**src/rtl/irq_ctrl.sv**
```systemverilog
// irq_ctrl: machine-mode interrupt prioritiser and trap handshake sequencer
module irq_ctrl #(
  parameter int WORD_WIDTH = 32,
  parameter int HOLDOFF = 2
) (
  input  logic clk,
  input  logic rst,
  input  logic irq_external,
  input  logic irq_software,
  input  logic irq_timer,
  input  logic mstatus_mie,
  input  logic mie_meie,
  input  logic mie_msie,
  input  logic mie_mtie,
  input  logic debug_mode,
  input  logic int_ack,
  input  logic mret,
  output logic int_req,
  output logic [WORD_WIDTH-1:0] int_cause,
  output logic software_int_clear,
  output logic timer_int_clear,
  output logic ext_int_claim,
  output logic mip_meip,
  output logic mip_msip,
  output logic mip_mtip,
  output logic busy
);
  localparam int CW = HOLDOFF > 1 ? $clog2(HOLDOFF + 1) : 1;
  typedef enum logic [2:0] {IDLE, REQ, CLEAR, HANDLER, HOLD} state_t;
  state_t state, state_nx;
  logic [2:0] elig, src, src_nx;
  logic [3:0] code, code_nx;
  logic [CW-1:0] cnt, cnt_nx;
  logic [2:0] mip;
  // one-hot source order {timer, software, external}; code 0 only after reset
  assign elig = {irq_timer & mie_mtie, irq_software & mie_msie, irq_external & mie_meie}
              & {3{mstatus_mie & ~debug_mode}};
  always_comb begin
    state_nx = state;
    src_nx = src;
    code_nx = code;
    cnt_nx = cnt;
    case (state)
      IDLE: if (|elig) begin
        state_nx = REQ;
        src_nx = elig[0] ? 3'b001 : elig[1] ? 3'b010 : 3'b100;
        code_nx = elig[0] ? 4'd11 : elig[1] ? 4'd3 : 4'd7;
      end
      REQ: state_nx = int_ack ? CLEAR : |(elig & src) ? REQ : IDLE;
      CLEAR: state_nx = HANDLER;
      HANDLER: if (mret) begin
        state_nx = HOLDOFF == 0 ? IDLE : HOLD;
        cnt_nx = CW'(HOLDOFF);
      end
      HOLD: begin
        cnt_nx = cnt <= CW'(1) ? '0 : cnt - 1'b1;
        state_nx = cnt <= CW'(1) ? IDLE : HOLD;
      end
      default: state_nx = IDLE;
    endcase
  end
  always_ff @(posedge clk) begin
    if (rst) begin
      state <= IDLE;
      src <= '0;
      code <= '0;
      cnt <= '0;
      mip <= '0;
    end else begin
      state <= state_nx;
      src <= src_nx;
      code <= code_nx;
      cnt <= cnt_nx;
      mip <= {irq_timer, irq_software, irq_external};
    end
  end
  assign int_req = state == REQ;
  assign int_cause = code == 4'd0 ? '0 : {1'b1, {(WORD_WIDTH-5){1'b0}}, code};
  assign {timer_int_clear, software_int_clear, ext_int_claim} = state == CLEAR ? src : 3'b000;
  assign {mip_mtip, mip_msip, mip_meip} = mip;
  assign busy = state != IDLE;
endmodule

```
**config.mk**
```make
export PLATFORM = sky130hd
export DESIGN_NAME = irq_ctrl
export DESIGN_NICKNAME = d
export VERILOG_FILES = /design/src/rtl/irq_ctrl.sv
export SDC_FILE = /design/constraint.sdc
export NUM_CORES = 1
export LEC_CHECK = 0
export BUFFER_PORTS_ARGS = -buffer_cell sky130_fd_sc_hd__buf_4
export CAP_MARGIN = 20
export CORE_ASPECT_RATIO = 1.2
export CORE_UTILIZATION = 40
export CTS_CLUSTER_DIAMETER = 100
export CTS_CLUSTER_SIZE = 20
export DETAILED_ROUTE_END_ITERATION = 7
export PLACE_DENSITY_LB_ADDON = 0.3
export SLEW_MARGIN = 20
export SYNTH_ARGS = -nofsm -noshare
export SYNTH_HDL_FRONTEND = slang
export SYNTH_SLANG_ARGS = --single-unit
```
**constraint.sdc**
```tcl
create_clock -name clk -period 1.76 [get_ports clk]
set_input_delay 0.264 -clock clk [delete_from_list [all_inputs] [get_ports clk]]
set_output_delay 0.264 -clock clk [all_outputs]
set_load 0.01 [all_outputs]
```
==> out/metrics.yaml, run 1 <==
detailed_routing:
  drc: 1
  drt_iter0_markers: 26
  wl_met3_um: 172
  wl_met2_um: 732
  dr.max_layer_used: "met4"
  post_drt_wl_per_cell_um: 10.9
  firstDrtPassIters: 7
  wl_um: 1560
  postRouteAntennaNets: 0
  wl_met1_um: 621
  vias: 716
  via_per_inst: 5.01
global_routing:
  grt_pass1_wl_um: 2570
  antenna_found_initial: 0
  grt_usage: 0.153
  grt_overflow: 0
  first_global_vias: 605
  grt_max_degree: 13
layout:
  drive_above_1_share: 0.258
  fillerInstances: 187
  fin_util: 0.495
  syn_to_final_growth_pct: 12.5
  antenna_cells: 0
  nets: 137
  multi_input_area_sq_um: 430
  seq_area_sq_um: 240
logic_synthesis:
  netlist_instances: 104
  synth-edff-count: 0
  ys_seq_elements: 12
  synth_cell_type_count: 33
  syn_area_per_cell_sq_um: 8.01
  async_reset_ff_frac: 0
  syn_area_sq_um: 833
  yosysSeqAreaShare: 0.288
  yosysWarnings: 0
  yosys_most_used_dff: "dfxtp_1"
worst_setup_path:
  rr_startpoint: "state[1]$_SDFFE_PP0P_"
  worstSetupStartpointType: "flip-flop"
  cp_max_fo: 8
  cp.arrival_ns: 1.35
  criticalPathCategory: "reg -> out"
  crit_path_end_kind: "output port"
  startpoint: "state[1]$_SDFFE_PP0P_"
  required_ns: 1.50
floorplan:
  rows: 17
  initial_core_util: 0.440
  die_h_um: 52
  ioPinCount: 52
  coreArea_sq_um: 1890
  dieArea_sq_um: 2270
  die_w_um: 43.7
timing:
  period_needed_ns: 1.61
  finalHoldViolations: 0
  setup_violations: 0
  drv_slew: 0
  clock_skew_ns: 0.00338
  max_freq_mhz: 620
  fin_tns_setup_ns: 0
  grt_setup_unrepaired: "false"
  finalCritPeriodShare: 0.916
placement:
  dp_hpwl_um: 1220
  place_congestion: 0.836
  portBuffers: 24
outcome:
  violations: "design-rule violations"
  run_status: "finished with violations"
clock_tree:
  cts_root_buf: "clkbuf_4"
  holdBufCountCts: 0
  ctsResizeCount: 0
  numCtsBuffers: 3
  cts_max_level: 1
  cts_setup_buffers: 0
  cts_buffer_depth: 2
  insertion_delay_ns: 0.27
  cts_sinks: 12
  clk_pin_slew_worst_paths_ns: 0.08
  cts_tree: "built"
power_and_ir_drop:
  max-vdd-ir-drop_mv: 0.305
  p_leak_uw: 0.000438
  p_per_area_nw_per_um2: 707
  finalPower_uw: 663
min_path:
  hold_path_startpoint: "irq_external"
  hold_class: "in -> reg"
flow_run:
  maxCapViolCount: 0
==> critical path: stages (launching register included) <==
cell and delay [ns]:
dfxtp_1 0.42, inv_1 0.13, nor3_1 0.25, and2_1 0.16
buf_4 0.11
==> per-stage QoR <==
step	setup WS (ns)	hold slack, ns	cell area (sq um)	instances
detailed placement	0.177	0.481	901	139
floorplan	0.195	0.336	931	130
global route	0.0264	0.246	937	143
global placement	0.215	0.465	901	139
CTS	0.156	0.234	937	143
finish	0.148	0.239	937	143
==> metal layers <==
| metal | GRT usage | vias up |
|---|---|---|
| li1 | - | 348 |
| met1 | 0.187 | 316 |
| met2 | 0.239 | 48 |
| met3 | 0.0347 | 4 |
| met4 | 0.0938 | 0 |
| met5 | 0 | - |
==> cells in the mapped netlist, types with 2 or more instances <==
cell type  count  area share
or3_1          5       0.038
a21oi_1        4       0.024
nor2_1         3       0.014
and2_1         2       0.015
o21ai_0        4       0.024
nor3_1         2       0.012
nor3b_1        2       0.018
buf_4         28        0.25
a211oi_1       2       0.018
a31oi_1        2       0.015
a22oi_1        2       0.018
nand2_1        3       0.014
inv_1          3       0.014
nand3_1        3       0.018
nor2b_1        3       0.023
dfxtp_1       12        0.29
nand2b_1       2       0.015
clkbuf_1       6       0.027
o31ai_1        2       0.018
==> worst paths after layout <==
| check | end | slack, ns | cells past startpoint |
|---|---|---|---|
| max | software_int_clear | 0.15 | 4 |
| min | mip[0]$_SDFF_PP0_ | 0.24 | 2 |
| min reg2reg | code[1]$_SDFFE_PP0P_ | 0.48 | 2 |
| max reg2reg | src[1]$_SDFFE_PP0P_ | 0.16 | 3 |
==> placed cells by master (no fill, tap or decap), drive strengths merged <==
| cell | count |
|---|---|
| nor2 | 3 |
| a21oi | 4 |
| o31ai | 2 |
| or4b | 1 |
| o21ai | 4 |
| nor2b | 3 |
| a2111oi | 1 |
| a31oi | 2 |
| o211a | 1 |
| or2b | 1 |
| inv | 3 |
| nor4 | 1 |
| conb | 27 |
| dfxtp | 12 |
| and2 | 2 |
| nand3 | 3 |
| or3 | 5 |
| a211oi | 2 |
| a311oi | 1 |
| nor3b | 2 |
| nor3 | 2 |
| nand2 | 3 |
| or2 | 1 |
| a222oi | 1 |
| clkbuf | 4 |
| a22oi | 2 |
| buf | 26 |
| a21boi | 1 |
| nand2b | 2 |
| a32oi | 1 |
| and3b | 1 |
==> power by group <==
part,internal (uW),leakage (uW),switching (uW)
Clock,126,0.0000210,91.2
Combinational,63.3,0.000319,90.4
Sequential,283,0.0000980,8.67
Total,472,0.000438,190
==> flip-flops by register name (all words and copies together) (netlist names) <==
name	cells
mip	3
state	3
cnt	2
code	2
src	2
==> final cells by class <==
| type | instances | share of cell area |
|---|---|---|
| Tap cell | 19 | 0.0254 |
| Sequential cell | 12 | 0.256 |
| Inverter | 3 | 0.0120 |
| Clock buffer | 4 | 0.0387 |
| Multi-Input combinational cell | 79 | 0.459 |
| Timing Repair Buffer | 26 | 0.208 |
==> logic make-up after synthesis <==
family	Yosys count	synth area share
buffers and inverters	39	0.312
AND/OR/NAND/NOR	30	0.213
AO/OA/AOI/OAI	22	0.182
flip-flops	12	0.288
other	1	0.00450
No activity file was read; power rests on OpenSTA's default activity.
==> inputs of run 2 (changes only) <==
--- a/config.mk
+++ b/config.mk
@@ -8,7 +8,7 @@
 export BUFFER_PORTS_ARGS = -buffer_cell sky130_fd_sc_hd__buf_4
 export CAP_MARGIN = 20
 export CORE_ASPECT_RATIO = 1.2
-export CORE_UTILIZATION = 40
+export CORE_UTILIZATION = 42
 export CTS_CLUSTER_DIAMETER = 100
 export CTS_CLUSTER_SIZE = 20
 export DETAILED_ROUTE_END_ITERATION = 7
==> run 2 against run 1 <==
Effect of this change: the flow now finishes without violations; final cell count unchanged; global-route usage down 0.14 points; clock power down 2%; count of clock-buffer cells in the layout unchanged; fmax up 2.0%; critical path type is now reg -> reg.
==> out/metrics.yaml, run 2 (synthesis results as in run 1) <==
outcome:
  run_status: "completed"
layout:
  syn_to_final_growth_pct: 12.5
  multi_input_area_sq_um: 430
  layout_common_cells: "conb_1 (27), buf_4 (26), dfxtp_1 (12)"
  reg_top3: "mip (3), state (3)"
  final_common_cell: "conb_1"
  postLayoutCellArea_sq_um: 937
  antenna_cells: 0
  seq_area_sq_um: 240
  fillerInstances: 190
  drive_above_1_share: 0.258
  nets: 137
floorplan:
  ioPinCount: 52
  die_h_um: 50.8
  dieArea_sq_um: 2170
  die_w_um: 42.7
  initial_core_util: 0.450
  coreArea_sq_um: 1850
  rows: 17
detailed_routing:
  dr.max_layer_used: "met4"
  postRouteAntennaNets: 0
  drc: 0
  drt_iter0_markers: 14
  via_per_inst: 5.01
  wl_met1_um: 656
  vias: 716
  wl_um: 1550
  post_drt_wl_per_cell_um: 10.8
  wl_met3_um: 123
  firstDrtPassIters: 4
  wl_met2_um: 726
placement:
  postPlaceCellArea_sq_um: 901
  place_congestion: 0.794
  portBuffers: 24
  dp_hpwl_um: 1230
worst_setup_path:
  required_ns: 1.96
  criticalPathCategory: "reg -> reg"
  cp.arrival_ns: 1.78
  cp_max_fo: 8
  crit_path_end_kind: "flip-flop"
  worstSetupStartpointType: "flip-flop"
power_and_ir_drop:
  p_per_area_nw_per_um2: 701
  p_leak_uw: 0.000438
  max-vdd-ir-drop_mv: 0.331
timing:
  clock_skew_ns: 0.00225
  finalCritPeriodShare: 0.898
  fin_tns_setup_ns: 0
  finalHoldViolations: 0
  max_freq_mhz: 633
  grt_setup_unrepaired: "false"
  period_needed_ns: 1.58
  setup_violations: 0
  drv_slew: 0
clock_tree:
  ctsResizeCount: 0
  clk_pin_slew_worst_paths_ns: 0.07
  insertion_delay_ns: 0.27
  cts_buffer_depth: 2
  cts_root_buf: "clkbuf_4"
  cts_setup_buffers: 0
  cts_tree: "built"
  cts_sinks: 12
  holdBufCountCts: 0
  cts_max_level: 1
  numCtsBuffers: 3
global_routing:
  grt_pass1_wl_um: 2460
  grt_max_degree: 13
  antenna_found_initial: 0
  first_global_vias: 554
  grt_overflow: 0
  grt_usage: 0.151
min_path:
  hold_class: "in -> reg"
flow_run:
  maxCapViolCount: 0
run 2: cell counts in the layout (fill, tap and decap cells not counted):
Identical to the previous run, type by type.
run 2: cell type report:
type,count,share of cell area
inverter,3,0.0120
sequential,12,0.256
tap,19,0.0254
timing repair buffer,26,0.208
multi-input combinational,79,0.459
clock buffer,4,0.0387
run 2: final timing paths:
| path | startpoint | depth (start not counted) | slack, ns | to |
|---|---|---|---|---|
| max | state[1]$_SDFFE_PP0P_ | 3 | 0.18 | src[1]$_SDFFE_PP0P_ |
| min | irq_external | 2 | 0.24 | mip[0]$_SDFF_PP0_ |
| max reg2reg | state[1]$_SDFFE_PP0P_ | 3 | 0.18 | src[1]$_SDFFE_PP0P_ |
| min reg2reg | code[1]$_SDFFE_PP0P_ | 2 | 0.48 | code[1]$_SDFFE_PP0P_ |
run 2: routing by layer:
layer | vias to the layer above | GRT usage
met1 | 326 | 0.193
met5 | - | 0
met2 | 43 | 0.227
li1 | 343 | -
met3 | 4 | 0.0216
met4 | 0 | 0.109
run 2: where the power goes:
part	internal (uW)	switching [uW]	leakage [uW]	total (uW)
Combinational	63.4	89.6	0.000319	153
Clock	126	86.9	0.0000210	213
Sequential	283	8.49	0.0000980	292
Total	472	185	0.000438	657
run 2: through the flow:
| stage | std cells | hold slack [ns] | total power [uW] | worst slack, ns | util |
|---|---|---|---|---|---|
| after global routing | 143 | 0.255 | 695 | 0.0182 | 0.506 |
| after global placement | 139 | 0.467 | 447 | 0.237 | 0.487 |
| after detailed placement | 139 | 0.473 | 450 | 0.187 | 0.487 |
| final | 143 | 0.244 | 657 | 0.180 | 0.506 |
| after CTS | 143 | 0.240 | 664 | 0.173 | 0.506 |
| after floorplan | 130 | 0.336 | 434 | 0.195 | - |
run 2: worst max-delay path, cell delays in order, from the launching register on:
cell and delay, ns:
dfxtp_1 0.36, or3_1 0.47, or4b_1 0.54, a21oi_1 0.14
